`config.mk`:
```
export PLATFORM = sky130hd
export DESIGN_NAME = uart_sync_fifo_flat
export DESIGN_NICKNAME = d
export VERILOG_FILES = /design/src/rtl/uart_fifo_pkg.sv /design/src/rtl/uart_sync_fifo_if.sv /design/src/rtl/uart_fifo_mem.sv /design/src/rtl/uart_sync_fifo.sv /design/src/flat_wrapper.sv
export SDC_FILE = /design/constraint.sdc
export NUM_CORES = 1
export LEC_CHECK = 0
export ABC_CLOCK_PERIOD_IN_PS = 4000
export BUFFER_PORTS_ARGS = -buffer_cell sky130_fd_sc_hd__buf_2
export CAP_MARGIN = 40
export CORE_UTILIZATION = 30
export DETAILED_ROUTE_END_ITERATION = 8
export PLACE_DENSITY_LB_ADDON = 0.12
export SETUP_SLACK_MARGIN = 0.5
export SYNTH_ARGS = -nofsm -noshare
export SYNTH_HDL_FRONTEND = slang
export SYNTH_SLANG_ARGS = --single-unit
export TNS_END_PERCENT = 50
```
`constraint.sdc`:
```
create_clock -name Clk -period 4 [get_ports Clk]
set_clock_uncertainty 0.15 [all_clocks]
set_input_delay 0.2 -clock Clk [delete_from_list [all_inputs] [get_ports Clk]]
set_output_delay 0.2 -clock Clk [all_outputs]
set_load 0.01 [all_outputs]
```
`src/rtl/uart_fifo_pkg.sv`:
```
// Shared constants and pointer helper for the UART synchronous FIFO.
// Pointers carry one extra wrap bit above the memory address bits.
package uart_fifo_pkg;

   localparam int DEF_DATA_WIDTH = 8;
   localparam int DEF_ADDR_WIDTH = 4;

   typedef enum logic [1:0] {
      PTR_EMPTY   = 2'd0,
      PTR_FULL    = 2'd1,
      PTR_PARTIAL = 2'd2
   } ptr_rel_e;

   // Classify a write/read pointer pair. The pointers are zero-extended to
   // 32 bits and aw is the number of address bits, so bit aw is the wrap bit.
   function automatic ptr_rel_e ptr_compare(input logic [31:0] wp,
                                            input logic [31:0] rp,
                                            input int aw);
      logic [31:0] diff;
      logic [31:0] mask;
      diff = wp ^ rp;
      mask = (32'd1 << aw) - 32'd1;
      if ((diff & mask) != 32'd0)
         return PTR_PARTIAL;
      else if (((diff >> aw) & 32'd1) != 32'd0)
         return PTR_FULL;
      else
         return PTR_EMPTY;
   endfunction

endpackage

```
`src/rtl/uart_sync_fifo_if.sv`:
```
// Bus bundle between a FIFO user (master) and the FIFO itself (slave).
// Handshake: a write is taken on a rising edge where Wr_en=1 and either Full=0
// or a read is taken in the same cycle; a read is taken where Rd_en=1 and
// Empty=0. Requests that cannot be taken are dropped and reported through a
// one-cycle Overflow/Underflow pulse; there is no back-pressure stall.
interface uart_sync_fifo_if
   import uart_fifo_pkg::*;
#(
   parameter int DATA_WIDTH = DEF_DATA_WIDTH,
   parameter int ADDR_WIDTH = DEF_ADDR_WIDTH
);

   logic                  Wr_en;
   logic [DATA_WIDTH-1:0] Wr_data;
   logic                  Rd_en;
   logic [DATA_WIDTH-1:0] Rd_data;
   logic                  Rd_valid;
   logic                  Full;
   logic                  Empty;
   logic                  Almost_full;
   logic                  Almost_empty;
   logic [ADDR_WIDTH:0]   Count;
   logic                  Overflow;
   logic                  Underflow;

   modport master (
      output Wr_en, Wr_data, Rd_en,
      input  Rd_data, Rd_valid, Full, Empty, Almost_full, Almost_empty,
             Count, Overflow, Underflow
   );

   modport slave (
      input  Wr_en, Wr_data, Rd_en,
      output Rd_data, Rd_valid, Full, Empty, Almost_full, Almost_empty,
             Count, Overflow, Underflow
   );

endinterface

```
`src/rtl/uart_fifo_mem.sv`:
```
// Storage array for the UART FIFO: synchronous write, asynchronous read,
// contents are never reset.
module uart_fifo_mem #(
   parameter int DATA_WIDTH = 8,
   parameter int ADDR_WIDTH = 4
) (
   input  logic                  Clk,
   input  logic                  Wr_en,
   input  logic [ADDR_WIDTH-1:0] Wr_addr,
   input  logic [DATA_WIDTH-1:0] Wr_data,
   input  logic [ADDR_WIDTH-1:0] Rd_addr,
   output logic [DATA_WIDTH-1:0] Rd_data
);

   logic [DATA_WIDTH-1:0] mem [0:(1 << ADDR_WIDTH)-1];

   // Store the write word at the write address on the clock edge.
   always_ff @(posedge Clk) begin
      if (Wr_en)
         mem[Wr_addr] <= Wr_data;
   end

   assign Rd_data = mem[Rd_addr];

endmodule

```
`src/rtl/uart_sync_fifo.sv`:
```
// Synchronous FIFO with registered status flags and error pulses.
// Define UART_FIFO_FWFT_EN for first-word-fall-through reads; the default
// build presents a popped word one cycle after the accepted read.
module uart_sync_fifo
   import uart_fifo_pkg::*;
#(
   parameter int DATA_WIDTH = DEF_DATA_WIDTH,
   parameter int ADDR_WIDTH = DEF_ADDR_WIDTH,
   parameter int AFULL_TH   = (1 << ADDR_WIDTH) - 2,
   parameter int AEMPTY_TH  = 2
) (
   input logic             Clk,
   input logic             Reset,
   uart_sync_fifo_if.slave bus
);

   localparam int            PW  = ADDR_WIDTH + 1;
   localparam logic [PW-1:0] ONE = {{ADDR_WIDTH{1'b0}}, 1'b1};

   logic [PW-1:0]         wr_ptr, rd_ptr, wr_ptr_nxt, rd_ptr_nxt;
   logic [PW-1:0]         count_q, count_nxt;
   logic                  wr_acc, rd_acc;
   logic                  full_q, empty_q, afull_q, aempty_q;
   logic                  ovf_q, udf_q;
   ptr_rel_e              rel_nxt;
   logic [DATA_WIDTH-1:0] mem_rdata;

   // Accept decisions, next pointers and next count from current state.
   always_comb begin
      rd_acc     = bus.Rd_en && !empty_q;
      wr_acc     = bus.Wr_en && (!full_q || rd_acc);
      wr_ptr_nxt = wr_acc ? wr_ptr + ONE : wr_ptr;
      rd_ptr_nxt = rd_acc ? rd_ptr + ONE : rd_ptr;
      count_nxt  = count_q;
      if (wr_acc && !rd_acc)
         count_nxt = count_q + ONE;
      else if (rd_acc && !wr_acc)
         count_nxt = count_q - ONE;
      rel_nxt = ptr_compare(32'(wr_ptr_nxt), 32'(rd_ptr_nxt), ADDR_WIDTH);
   end

   // Pointers, count and flags all register the post-edge state.
   always_ff @(posedge Clk or posedge Reset) begin
      if (Reset) begin
         wr_ptr   <= '0;
         rd_ptr   <= '0;
         count_q  <= '0;
         full_q   <= 1'b0;
         empty_q  <= 1'b1;
         afull_q  <= 1'b0;
         aempty_q <= 1'b1;
         ovf_q    <= 1'b0;
         udf_q    <= 1'b0;
      end else begin
         wr_ptr   <= wr_ptr_nxt;
         rd_ptr   <= rd_ptr_nxt;
         count_q  <= count_nxt;
         full_q   <= (rel_nxt == PTR_FULL);
         empty_q  <= (rel_nxt == PTR_EMPTY);
         afull_q  <= (int'(count_nxt) >= AFULL_TH);
         aempty_q <= (int'(count_nxt) <= AEMPTY_TH);
         ovf_q    <= bus.Wr_en && !wr_acc;
         udf_q    <= bus.Rd_en && empty_q;
      end
   end

   uart_fifo_mem #(
      .DATA_WIDTH(DATA_WIDTH),
      .ADDR_WIDTH(ADDR_WIDTH)
   ) u_mem (
      .Clk     (Clk),
      .Wr_en   (wr_acc),
      .Wr_addr (wr_ptr[ADDR_WIDTH-1:0]),
      .Wr_data (bus.Wr_data),
      .Rd_addr (rd_ptr[ADDR_WIDTH-1:0]),
      .Rd_data (mem_rdata)
   );

`ifdef UART_FIFO_FWFT_EN
   // Head word is always visible; Rd_en only acknowledges it.
   assign bus.Rd_data  = mem_rdata;
   assign bus.Rd_valid = !empty_q;
`else
   logic [DATA_WIDTH-1:0] rd_data_q;
   logic                  rd_valid_q;

   // Capture the popped word; hold it until the next accepted read.
   always_ff @(posedge Clk or posedge Reset) begin
      if (Reset) begin
         rd_data_q  <= '0;
         rd_valid_q <= 1'b0;
      end else begin
         rd_valid_q <= rd_acc;
         if (rd_acc)
            rd_data_q <= mem_rdata;
      end
   end

   assign bus.Rd_data  = rd_data_q;
   assign bus.Rd_valid = rd_valid_q;
`endif

   assign bus.Full         = full_q;
   assign bus.Empty        = empty_q;
   assign bus.Almost_full  = afull_q;
   assign bus.Almost_empty = aempty_q;
   assign bus.Count        = count_q;
   assign bus.Overflow     = ovf_q;
   assign bus.Underflow    = udf_q;

endmodule

```
`src/flat_wrapper.sv`:
```
// flat-port wrapper written by rule: the top's interface ports become plain ports
module uart_sync_fifo_flat import uart_fifo_pkg::*;
#(
   parameter int DATA_WIDTH = DEF_DATA_WIDTH,
   parameter int ADDR_WIDTH = DEF_ADDR_WIDTH,
   parameter int AFULL_TH   = (1 << ADDR_WIDTH) - 2,
   parameter int AEMPTY_TH  = 2
)
  (Clk, Reset, bus_Wr_en, bus_Wr_data, bus_Rd_en, bus_Rd_data, bus_Rd_valid, bus_Full, bus_Empty, bus_Almost_full, bus_Almost_empty, bus_Count, bus_Overflow, bus_Underflow);
  uart_sync_fifo_if #(.DATA_WIDTH(DATA_WIDTH), .ADDR_WIDTH(ADDR_WIDTH)) bus_i ();
  input logic Clk;
  input logic Reset;
  input wire logic [$bits(bus_i.Wr_en)-1:0] bus_Wr_en;
  input wire logic [$bits(bus_i.Wr_data)-1:0] bus_Wr_data;
  input wire logic [$bits(bus_i.Rd_en)-1:0] bus_Rd_en;
  output wire logic [$bits(bus_i.Rd_data)-1:0] bus_Rd_data;
  output wire logic [$bits(bus_i.Rd_valid)-1:0] bus_Rd_valid;
  output wire logic [$bits(bus_i.Full)-1:0] bus_Full;
  output wire logic [$bits(bus_i.Empty)-1:0] bus_Empty;
  output wire logic [$bits(bus_i.Almost_full)-1:0] bus_Almost_full;
  output wire logic [$bits(bus_i.Almost_empty)-1:0] bus_Almost_empty;
  output wire logic [$bits(bus_i.Count)-1:0] bus_Count;
  output wire logic [$bits(bus_i.Overflow)-1:0] bus_Overflow;
  output wire logic [$bits(bus_i.Underflow)-1:0] bus_Underflow;
  assign bus_i.Wr_en = bus_Wr_en;
  assign bus_i.Wr_data = bus_Wr_data;
  assign bus_i.Rd_en = bus_Rd_en;
  assign bus_Rd_data = bus_i.Rd_data;
  assign bus_Rd_valid = bus_i.Rd_valid;
  assign bus_Full = bus_i.Full;
  assign bus_Empty = bus_i.Empty;
  assign bus_Almost_full = bus_i.Almost_full;
  assign bus_Almost_empty = bus_i.Almost_empty;
  assign bus_Count = bus_i.Count;
  assign bus_Overflow = bus_i.Overflow;
  assign bus_Underflow = bus_i.Underflow;
  uart_sync_fifo #(.DATA_WIDTH(DATA_WIDTH), .ADDR_WIDTH(ADDR_WIDTH), .AFULL_TH(AFULL_TH), .AEMPTY_TH(AEMPTY_TH)) u_core (.Clk(Clk), .Reset(Reset), .bus(bus_i));
endmodule
```
==> summary.txt, run 1 <==
STA
  – Hold Vio Cnt, Final: 0
  – Final min period: between 2 and 2.5 ns
  – Slew Limit Fails: 0
  – Setup violators final: 0
  – Final worst-path cycle share: slightly below 60%
  – Setup TNS: 0 ns
  – Final worst slack: 1.63 ns
  – RSZ-0062 raised after global routing: no
  – Slew @ Worst Pin: 0.719 ns
  – Max-slew headroom: between 50% and 60%
  – Maximum clock rate: approximately 420 MHz

Setup path
  – RR Startpoint: u_core.rd_ptr[0]
  – Reg-to-reg endpoint: u_core.bus.Rd_data[1]
  – Reg2Reg Setup Slack: between 1.5 and 2 ns
  – CP Capture Type: register
  – Worst Path Max Fanout: 40
  – WP data required: approximately 4.1 ns
  – CP Launch Type: register
  – Reg2reg path depth: 5
  – Worst setup startpoint: u_core.rd_ptr[0]
  – Kind of critical path: reg2reg
  – WP data arrival: about 2.5 ns

Cells and area
  – Antenna Cells: 0
  – Nets: ~440
  – Layout cells sized above 1: a little under a quarter
  – Leading cell type in the layout, fill and taps excluded: edfxtp_1
  – Most frequent cells in the layout: edfxtp_1, mux2i_1, buf_2
  – Area growth syn-to-layout: 16.4%

Floorplan
  – Top-level I/O count: 32
  – Die X: ~150 um
  – Placeable Area: approximately 21000 um2
  – Die height: 149 um
  – # rows: 53
  – Initial core utilization: between 30% and 40%
  – Die ar.: between 20000 and 25000 um2

Synthesis
  – Post-synth EDFFs: approximately 130
  – Seq cells post-synth: 158
  – Synth top area cells: edfxtp_1, dfrtp_1, mux4_2
  – Syn. warnings: 0
  – Sequential area share after synthesis: a little under three quarters
  – Syn Inst Count: 380
  – Synth area leader: edfxtp_1
  – Synth Cell Area: approximately 6500 um2
  – Synth async-reset ratio: a little under a fifth
  – Syn avg cell area: ~17 um2
  – Top FF cell, synth: edfxtp_1
  – Syn nets: about 400
  – Distinct cells, synth: 46
  – Share of the synthesized area in the top cell type: between 50% and 60%

Drt
  – # DRC: 0
  – DR vias/cell: between 4 and 5
  – Drt pass-1 iters: 6
  – Final ANT Viol Nets: 0
  – DRT Wirelength: ~14000 um
  – DR vias: approximately 3400
  – DR WL/cell: approximately 20 um
  – First-iteration detailed-routing DRC count: about 170

Placement
  – Number of port buffers: 31
  – GP Congestion: roughly 0.74
  – Place WS: about 1.6 ns
  – Post-DP HPWL: ~9000 um

Min path
  – Hold Crit Endpoint: u_core.bus.Overflow
  – Worst Hold Launch: bus_Wr_en
  – Hold depth: 2
  – Tightest Hold Check Type: in2reg

Power
  – Leakage: 2.69 nW
  – VDD IR max: roughly 0.34 mV
  – PwrDens: about 730 nW/um2

CTS
  – Longest Clk Path Bufs: 2
  – PostCTS Resize Cnt: 0
  – Setup bufs post-CTS: 0
  – CTS buffer count: 17
  – Worst-path clk slew: approximately 0.060 ns
  – Hold_buf cts: 2
  – Worst skew pair latency: approximately 0.42 ns
  – Clk root buf: clkbuf_16
  – H-tree depth: 4
  – CTS Sinks: around 160
  – CTS tree: yes

Flow run
  – Max Cap Violations: 0

Global routing
  – Antenna violations before repair: 0
  – Largest net degree at the start of global routing: around 40
  – Gr usage total: ~14%
  – Vias in the first global route: between 3000 and 4000
  – Global-route wire length before repair: 21500 um
  – Total gr overflow: 0

Run status
  – Status: finished, final reports clean
==> final cells by class <==
cell class                      count  area, um2
Timing Repair Buffer               42        255
Sequential cell                   158       4600
Fill cell                        2037      13600
Clock buffer                       22        465
Multi-Input combinational cell    195       1730
Clock inverter                     10       88.8
Inverter                            8       32.5
Tap cell                          275        344
==> report_power, final <==
group	switching, mW	leakage, nW	internal [mW]
clock network	0.628	0.261	0.890
logic	0.932	0.907	0.756
registers	0.222	1.52	2.06
total	1.78	2.69	3.71
==> sequential cells by signal, indices dropped and copies added (netlist names) <==
name	flops
u_core.bus.Almost_empty	1
u_core.bus.Almost_full	1
u_core.bus.Count	5
u_core.bus.Empty	1
u_core.bus.Full	1
u_core.bus.Overflow	1
u_core.bus.Rd_data	8
u_core.bus.Rd_valid	1
u_core.bus.Underflow	1
u_core.rd_ptr	5
u_core.u_mem.mem	128
u_core.wr_ptr	5
==> Yosys cell counts (2+ instances only) <==
master	n
nand2_1	13
a41oi_1	2
and2_1	10
edfxtp_1	128
buf_6	2
xor2_1	4
nand2b_1	3
dfrtp_1	28
inv_1	7
and3_1	5
nand3_1	17
o21ai_1	3
clkbuf_1	5
a22oi_1	17
nor2_1	5
mux2i_1	33
a21oi_1	3
o21ai_0	6
nand4_1	4
ha_1	7
buf_2	7
xnor2_1	15
nor2b_1	2
nor3b_1	5
mux2_2	8
nor3_1	2
buf_1	4
mux4_2	16
dfstp_2	2
==> cells by family (layout without fill, tap and decap cells) <==
| family | count (synthesis) | count (layout) | synth area share [%] |
|---|---|---|---|
| AND/OR/NAND/NOR | 73 | 73 | 6.37 |
| XOR/XNOR | 19 | 19 | 2.58 |
| flip-flops | 158 | 158 | 71.2 |
| multiplexers | 58 | 58 | 12.3 |
| AO/OA/AOI/OAI | 38 | 38 | 4.15 |
| adder cells (fa/ha/maj) | 7 | 7 | 1.36 |
| buffers and inverters | 27 | 82 | 2.03 |
==> how the worst max path moves through the flow <==
stage	to	slack (ns)	cells after the start
floorplan	u_core.u_mem.mem[4][0]	1.84	5
global placement	u_core.bus.Rd_data[4]	1.60	5
detailed placement	u_core.bus.Rd_data[1]	1.60	5
CTS	u_core.bus.Rd_data[1]	1.59	5
global route	u_core.bus.Rd_data[3]	1.45	5
finish	u_core.bus.Rd_data[1]	1.63	5
==> per-stage QoR <==
step,instances,power [mW],instance area [um2],hold slack [ns],utilization [%]
floorplan,380,3.51,6460,0.139,-
global placement,676,4.05,6940,0.168,32.9
detailed placement,676,4.05,6940,0.182,32.9
CTS,710,5.58,7510,0.00186,35.6
global route,710,5.79,7510,0.0204,35.6
finish,710,5.49,7510,0.0127,35.6
==> critical path, cell delays in order (launching register included) <==
cell and delay, ns:
dfrtp_2 0.64, buf_12 0.33, mux4_2 0.54, mux2_2 0.28
a22oi_1 0.14, o21ai_0 0.11
==> routing by layer <==
layer / GRT usage (%) / routed length (um) / vias to the layer above
li1: - / - / 1559
met1: 18.1 / 6480 / 1762
met2: 22.0 / 6820 / 62
met3: 2.91 / 496 / 16
met4: 5.05 / 215 / 0
met5: 0 / 0 / -
Note: power is estimated with default switching activity, not from simulation.
==> run 2, diff against run 1 <==
ABC_AREA = 1   (was unset)
ABC_CLOCK_PERIOD_IN_PS = 2400   (was 4000)
clock period = 2.4 ns   (was 4 ns; I/O delays follow)
==> summary.txt, run 2 <==
Run status
  – Status: finished, final reports clean

Setup path
  – Slowest stage cell, crit path: dfrtp_2
  – CP Capture Type: register
  – Worst Path Max Fanout: 10
  – Kind of critical path: reg2reg
  – Max stage delay on crit path: roughly 0.46 ns
  – CP Cell Sequence: buf_12 > buf_8 > o21ai_0 > o211ai_1 > nand3_1 > a21oi_2
  – WP data arrival: between 2 and 2.5 ns
  – WP data required: 2.60 ns
  – CP Launch Type: register
  – Reg2reg path depth: 6

Synthesis
  – Syn Inst Count: between 600 and 700
  – Share of the synthesized area in the top cell type: 56.5%
  – Synth top area cells: edfxtp_1, dfrtp_1, nor2_1
  – Post-synth EDFFs: between 100 and 150
  – Synth async-reset ratio: roughly a fifth
  – Top FF cell, synth: edfxtp_1
  – Synth Cell Area: between 6000 and 7000 um2
  – Commonest cells post-synth: edfxtp_1, nor2_1, nand2_1
  – Syn. warnings: 0
  – Seq cells post-synth: roughly 160
  – Top-count cell post-synth: edfxtp_1
  – Distinct cells, synth: 26
  – Sequential area share after synthesis: around 68%
  – Syn nets: between 600 and 700
  – Synth area leader: edfxtp_1
  – Syn avg cell area: 10.7 um2

Floorplan
  – Die ar.: about 23000 um2
  – Initial core utilization: roughly 31%
  – # rows: 54
  – Die X: roughly 150 um
  – Top-level I/O count: 32
  – Die height: ~150 um
  – Placeable Area: approximately 22000 um2

CTS
  – CTS tree: yes
  – Clk root buf: clkbuf_16
  – Longest Clk Path Bufs: 2
  – CTS buffer count: 17
  – CTS Sinks: 158
  – Worst skew pair latency: between 0.4 and 0.5 ns
  – H-tree depth: 4
  – Worst-path clk slew: around 0.070 ns

Drt
  – DR WL/cell: 19.3 um
  – DR vias/cell: 4.83
  – # DRC: 0
  – DR vias: between 4000 and 5000
  – DRT Wirelength: about 20000 um
  – First-iteration detailed-routing DRC count: approximately 360
  – Final ANT Viol Nets: 0
  – Drt pass-1 iters: 7

Global routing
  – Vias in the first global route: just under 5000
  – Antenna violations before repair: 0
  – Global-route wire length before repair: approximately 28000 um
  – Largest net degree at the start of global routing: 39
  – Gr usage total: between 10% and 20%
  – Total gr overflow: 0

Cells and area
  – Leading cell type in the layout, fill and taps excluded: edfxtp_1
  – Non-Filler Instances: between 1000 and 1500
  – Max FFs per register: 128
  – Nets: 746
  – Final core occ: between 30% and 40%
  – Area growth syn-to-layout: 27.4%
  – Layout cells sized above 1: roughly a quarter
  – Largest Register: u_core.u_mem.mem
  – Antenna Cells: 0
  – Most frequent cells in the layout: edfxtp_1, nor2_1, nand2_1

Power
  – PwrDens: between 1000 and 1500 nW/um2
  – Sequential Power Share: 36.2%
  – Pint: between 6 and 7 mW
  – Leakage: around 3.4 nW
  – Clk pwr share: about a quarter
  – Net Sw Frac: between 30 and 40%
  – Comb power frac: a little under two fifths
  – P_sw: roughly 3.8 mW
  – VDD IR max: 0.532 mV

STA
  – Slew @ Worst Pin: ~0.46 ns
  – Setup violators final: 0
  – Setup TNS: 0 ns
  – Final min period: roughly 1.9 ns
  – Final hold slack: ~0.017 ns
  – RSZ-0062 raised after global routing: yes
  – Final worst-path cycle share: between 70% and 80%
  – Max-slew headroom: 69.5%
  – Slew Limit Fails: 0
  – Hold Vio Cnt, Final: 0
  – Maximum clock rate: 538 MHz

Placement
  – Post-DP HPWL: 11900 um
  – GP Congestion: ~0.86
  – DP Cell Count: roughly 950
  – Number of port buffers: 31

Min path
  – Hold depth: 3
  – Tightest Hold Check Type: in2reg

Flow run
  – Max Cap Violations: 0
[run 2: changes by cell type after synthesis, moves of 17 or more]
cell	before	now
mux2i_1	33	0
nand2_1	13	106
nor2_1	5	123
o21ai_0	6	66
a22oi_1	17	0
nand3_1	17	38
inv_1	7	45
[run 2: power by group through the flow]
| stage | Sequential (mW) | Combinational, mW | Clock, mW |
|---|---|---|---|
| 6_report | 3.69 | 3.81 | 2.70 |
| 3_3_place_gp | 3.72 | 3.02 | 0 |
| 2_1_floorplan | 3.67 | 1.88 | 0 |
| 3_5_place_dp | 3.73 | 3.02 | 0 |
| 4_1_cts | 3.69 | 3.23 | 2.76 |
| 5_1_grt | 3.73 | 4.20 | 2.88 |
[run 2: metrics by stage]
stage,power [mW],area [um2],setup slack (ns)
after floorplan,5.55,6800,0.480
after global placement,6.74,7440,0.292
after detailed placement,6.75,7470,0.322
after CTS,9.68,8280,0.426
after global routing,10.8,8660,0.458
final,10.2,8660,0.542
[run 2: cells by family after synthesis]
family          Yosys count  synth area share, %
fa+ha+maj                 7                 1.29
xor+xnor                  4                0.515
flops                   158                 67.6
buf+inv                  73                 4.31
simple gates            296                 18.4
compound gates           98                 7.86
[run 2: timing repair]
action                                  in CTS  in global routing
endpoints found under the setup margin     118                135
pin swaps                                    2                 11
cloned                                       1                  5
hold endpoints to repair                   113                  0
setup buffers                                4                 17
resized for setup                           15                 41
hold buffers                                 9                  0
[run 2: layer usage]
metal,up-vias,wire (um),track usage (%)
li1,2356,-,-
met1,2441,9230,22.0
met2,110,9470,27.3
met3,16,785,2.93
met4,0,194,5.39
met5,-,0,0
[run 2: cell type report]
class	instances	area, um2
clock buffers	17	425
clock inverters	15	161
repair buffers	97	911
flip-flops and latches	158	4610
inverters	48	184
well taps	280	350
multi-input cells	405	2020
fillers	2149	13400
[run 2: worst max-delay path: cells and delay by family, from the launching register on]
family | cells | cell delay [ns]
buf+inv | 2 | 0.32
flops | 1 | 0.46
compound gates | 3 | 0.63
simple gates | 1 | 0.21
[run 2: worst paths after layout]
path	start	endpoint	slack, ns
worst max-delay path	u_core.rd_ptr[0]	u_core.bus.Rd_data[4]	0.54
worst min-delay path	bus_Wr_en	u_core.bus.Overflow	0.02
max in group asynchronous	Reset	u_core.wr_ptr[0]	1.00
min in group asynchronous	Reset	u_core.bus.Almost_full	0.53
worst max register to register	u_core.rd_ptr[0]	u_core.bus.Rd_data[4]	0.54
worst min register to register	u_core.bus.Rd_data[4]	u_core.bus.Rd_data[4]	0.37
==> run 3, diff against run 2 <==
ABC_AREA = 0   (was 1)
ABC_CLOCK_PERIOD_IN_PS = 1800   (was 2400)
clock period = 1.8 ns   (was 2.4 ns; I/O delays follow)
==> summary.txt, run 3 (synthesis results as in run 1) <==
Power
  – P_sw: roughly 4.5 mW
  – VDD IR max: 0.798 mV
  – Leakage: approximately 3.2 nW
  – Pint: between 9 and 10 mW
  – Clk pwr share: roughly 26%
  – Comb power frac: a little under two fifths
  – Net Sw Frac: 32.2%
  – Power Total: 14.0 mW
  – PwrDens: 1640 nW/um2
  – Sequential Power Share: between 30 and 40%

Floorplan
  – Die height: around 150 um
  – Die ar.: 22100 um2
  – Placeable Area: between 20000 and 25000 um2
  – Top-level I/O count: 32
  – # rows: 53
  – Initial core utilization: 30.6%
  – Die X: 149 um

Cells and area
  – Layout cells sized above 1: between 40% and 50%
  – Area growth syn-to-layout: 32.7%
  – Leading cell type in the layout, fill and taps excluded: edfxtp_1
  – Nets: between 400 and 500
  – FF/Latch Area: between 4000 and 5000 um2
  – Antenna Cells: 0
  – Max FFs per register: between 100 and 150
  – Largest Register: u_core.u_mem.mem
  – Final Instance Area: roughly 8600 um2
  – Final core occ: 40.6%
  – Fill cells: around 1900
  – Area of the multi-input gates: between 2000 and 2500 um2
  – Most frequent cells in the layout: edfxtp_1, buf_4, mux2i_1

CTS
  – Hold_buf cts: 10
  – Worst-path clk slew: 0.06 ns
  – CTS buffer count: 17
  – Worst skew pair latency: between 0.4 and 0.5 ns
  – H-tree depth: 4
  – CTS tree: yes
  – Clk root buf: clkbuf_16
  – Longest Clk Path Bufs: 2
  – CTS Sinks: 158

Setup path
  – WP data arrival: about 2.2 ns
  – Max stage delay on crit path: about 0.53 ns
  – CP Launch Type: register
  – Kind of critical path: reg2reg
  – Worst Path Max Fanout: 3
  – CP Cell Sequence: ha_4 > mux2_4 > or3_1 > a211o_1 > nor3_2
  – Slowest stage cell, crit path: dfrtp_4
  – WP data required: 1.99 ns
  – CP Capture Type: register

Drt
  – # DRC: 0
  – DR vias/cell: about 4.6
  – DR WL/cell: 19.3 um
  – DR vias: around 3600
  – Routed wl met3: 469 um
  – Highest routed layer: met4
  – DRT Wirelength: ~15000 um
  – Drt pass-1 iters: 4
  – First-iteration detailed-routing DRC count: roughly 130
  – WL met2: about 7600 um
  – Final ANT Viol Nets: 0
  – Metal-1 WL: 6650 um

STA
  – Maximum clock rate: around 490 MHz
  – Hold Vio Cnt, Final: 3
  – Max-slew headroom: 59.5%
  – Slew @ Worst Pin: roughly 0.6 ns
  – Setup violators final: 111
  – Final worst slack: -0.258 ns
  – Final worst-path cycle share: 114%
  – Final min period: between 2 and 2.5 ns
  – Final hold slack: -0.187 ns
  – RSZ-0062 raised after global routing: yes
  – Slew Limit Fails: 0

Placement
  – Post-DP HPWL: ~9700 um
  – Area post-placement: between 7000 and 8000 um2
  – Number of port buffers: 31
  – GP Congestion: between 0.7 and 0.8

Global routing
  – Global-route wire length before repair: 22800 um
  – Vias in the first global route: ~3800
  – Gr usage total: 14.3%
  – Largest net degree at the start of global routing: 33
  – Antenna violations before repair: 0
  – Total gr overflow: 0

Run status
  – Status: finished with violations
  – Failing checks: negative hold slack, negative setup slack

Flow run
  – Max Cap Violations: 0

Min path
  – Tightest Hold Check Type: in2reg
## run 3: cell types whose count changed in the layout (fill, tap and decap cells not counted), moves of 19 or more
cell | before | now
nand3_1 | 35 | 16
nor2_1 | 115 | 4
nand2_1 | 96 | 11
inv_1 | 41 | 6
mux2i_1 | 0 | 32
o21ai_0 | 64 | 1
## run 3: final cells by class
cell class | instances | area share [%]
Sequential cell | 158 | 53.7
Multi-Input combinational cell | 195 | 24.0
Timing Repair Buffer | 99 | 10.9
Clock buffer | 19 | 5.05
Tap cell | 275 | 4.01
Clock inverter | 13 | 1.91
Inverter | 8 | 0.380
## run 3: power by group through the flow
stage / registers, mW / clock network (mW) / logic [mW]
after floorplan: 5.00 / 0 / 2.95
after global placement: 4.98 / 0 / 4.78
after detailed placement: 4.99 / 0 / 4.79
after CTS: 4.98 / 3.72 / 5.07
after global routing: 5.11 / 3.86 / 5.84
final: 5.04 / 3.63 / 5.38
## run 3: worst max-delay path: cells and delay by family, from the launching register on
kind	cells	cell delay, ns
AOI/OAI and AO/OA	1	0.30
and+or+nand+nor	2	0.48
DFF	1	0.53
muxes	1	0.27
adders and majority gates	1	0.25
## run 3: through the flow
step | setup TNS [ns] | cells | setup slack [ns]
after floorplan | -11.70 | 380 | -0.170
after global routing | -15.06 | 767 | -0.313
after global placement | -14.21 | 718 | -0.214
final | -6.48 | 767 | -0.258
after detailed placement | -15.36 | 718 | -0.233
after CTS | -7.71 | 761 | -0.224
## run 3: routing by layer
| layer | global-route usage (%) | up-vias |
|---|---|---|
| met4 | 4.18 | 0 |
| li1 | - | 1681 |
| met5 | 0 | - |
| met3 | 3.37 | 10 |
| met1 | 18.0 | 1819 |
| met2 | 24.4 | 50 |
## run 3: what timing repair did
action,in CTS,in global routing
endpoints found under the setup margin,159,160
buffers inserted,1,5
gates resized for setup,36,32
pin swaps,13,17
endpoints found under the hold margin,163,2
cloned,0,1
## run 3: worst paths after layout
path | endpoint | slack [ns] | start | cells after the start
max in group asynchronous | u_core.bus.Almost_empty | 1.14 | Reset | 4
max reg2reg | u_core.bus.Full | -0.26 | u_core.rd_ptr[0] | 5
max | u_core.bus.Full | -0.26 | u_core.rd_ptr[0] | 5
min in group asynchronous | u_core.bus.Underflow | 0.10 | Reset | 4
min reg2reg | u_core.bus.Rd_data[2] | 0.37 | u_core.bus.Rd_data[2] | 2
min | u_core.bus.Underflow | -0.19 | bus_Rd_en | 2
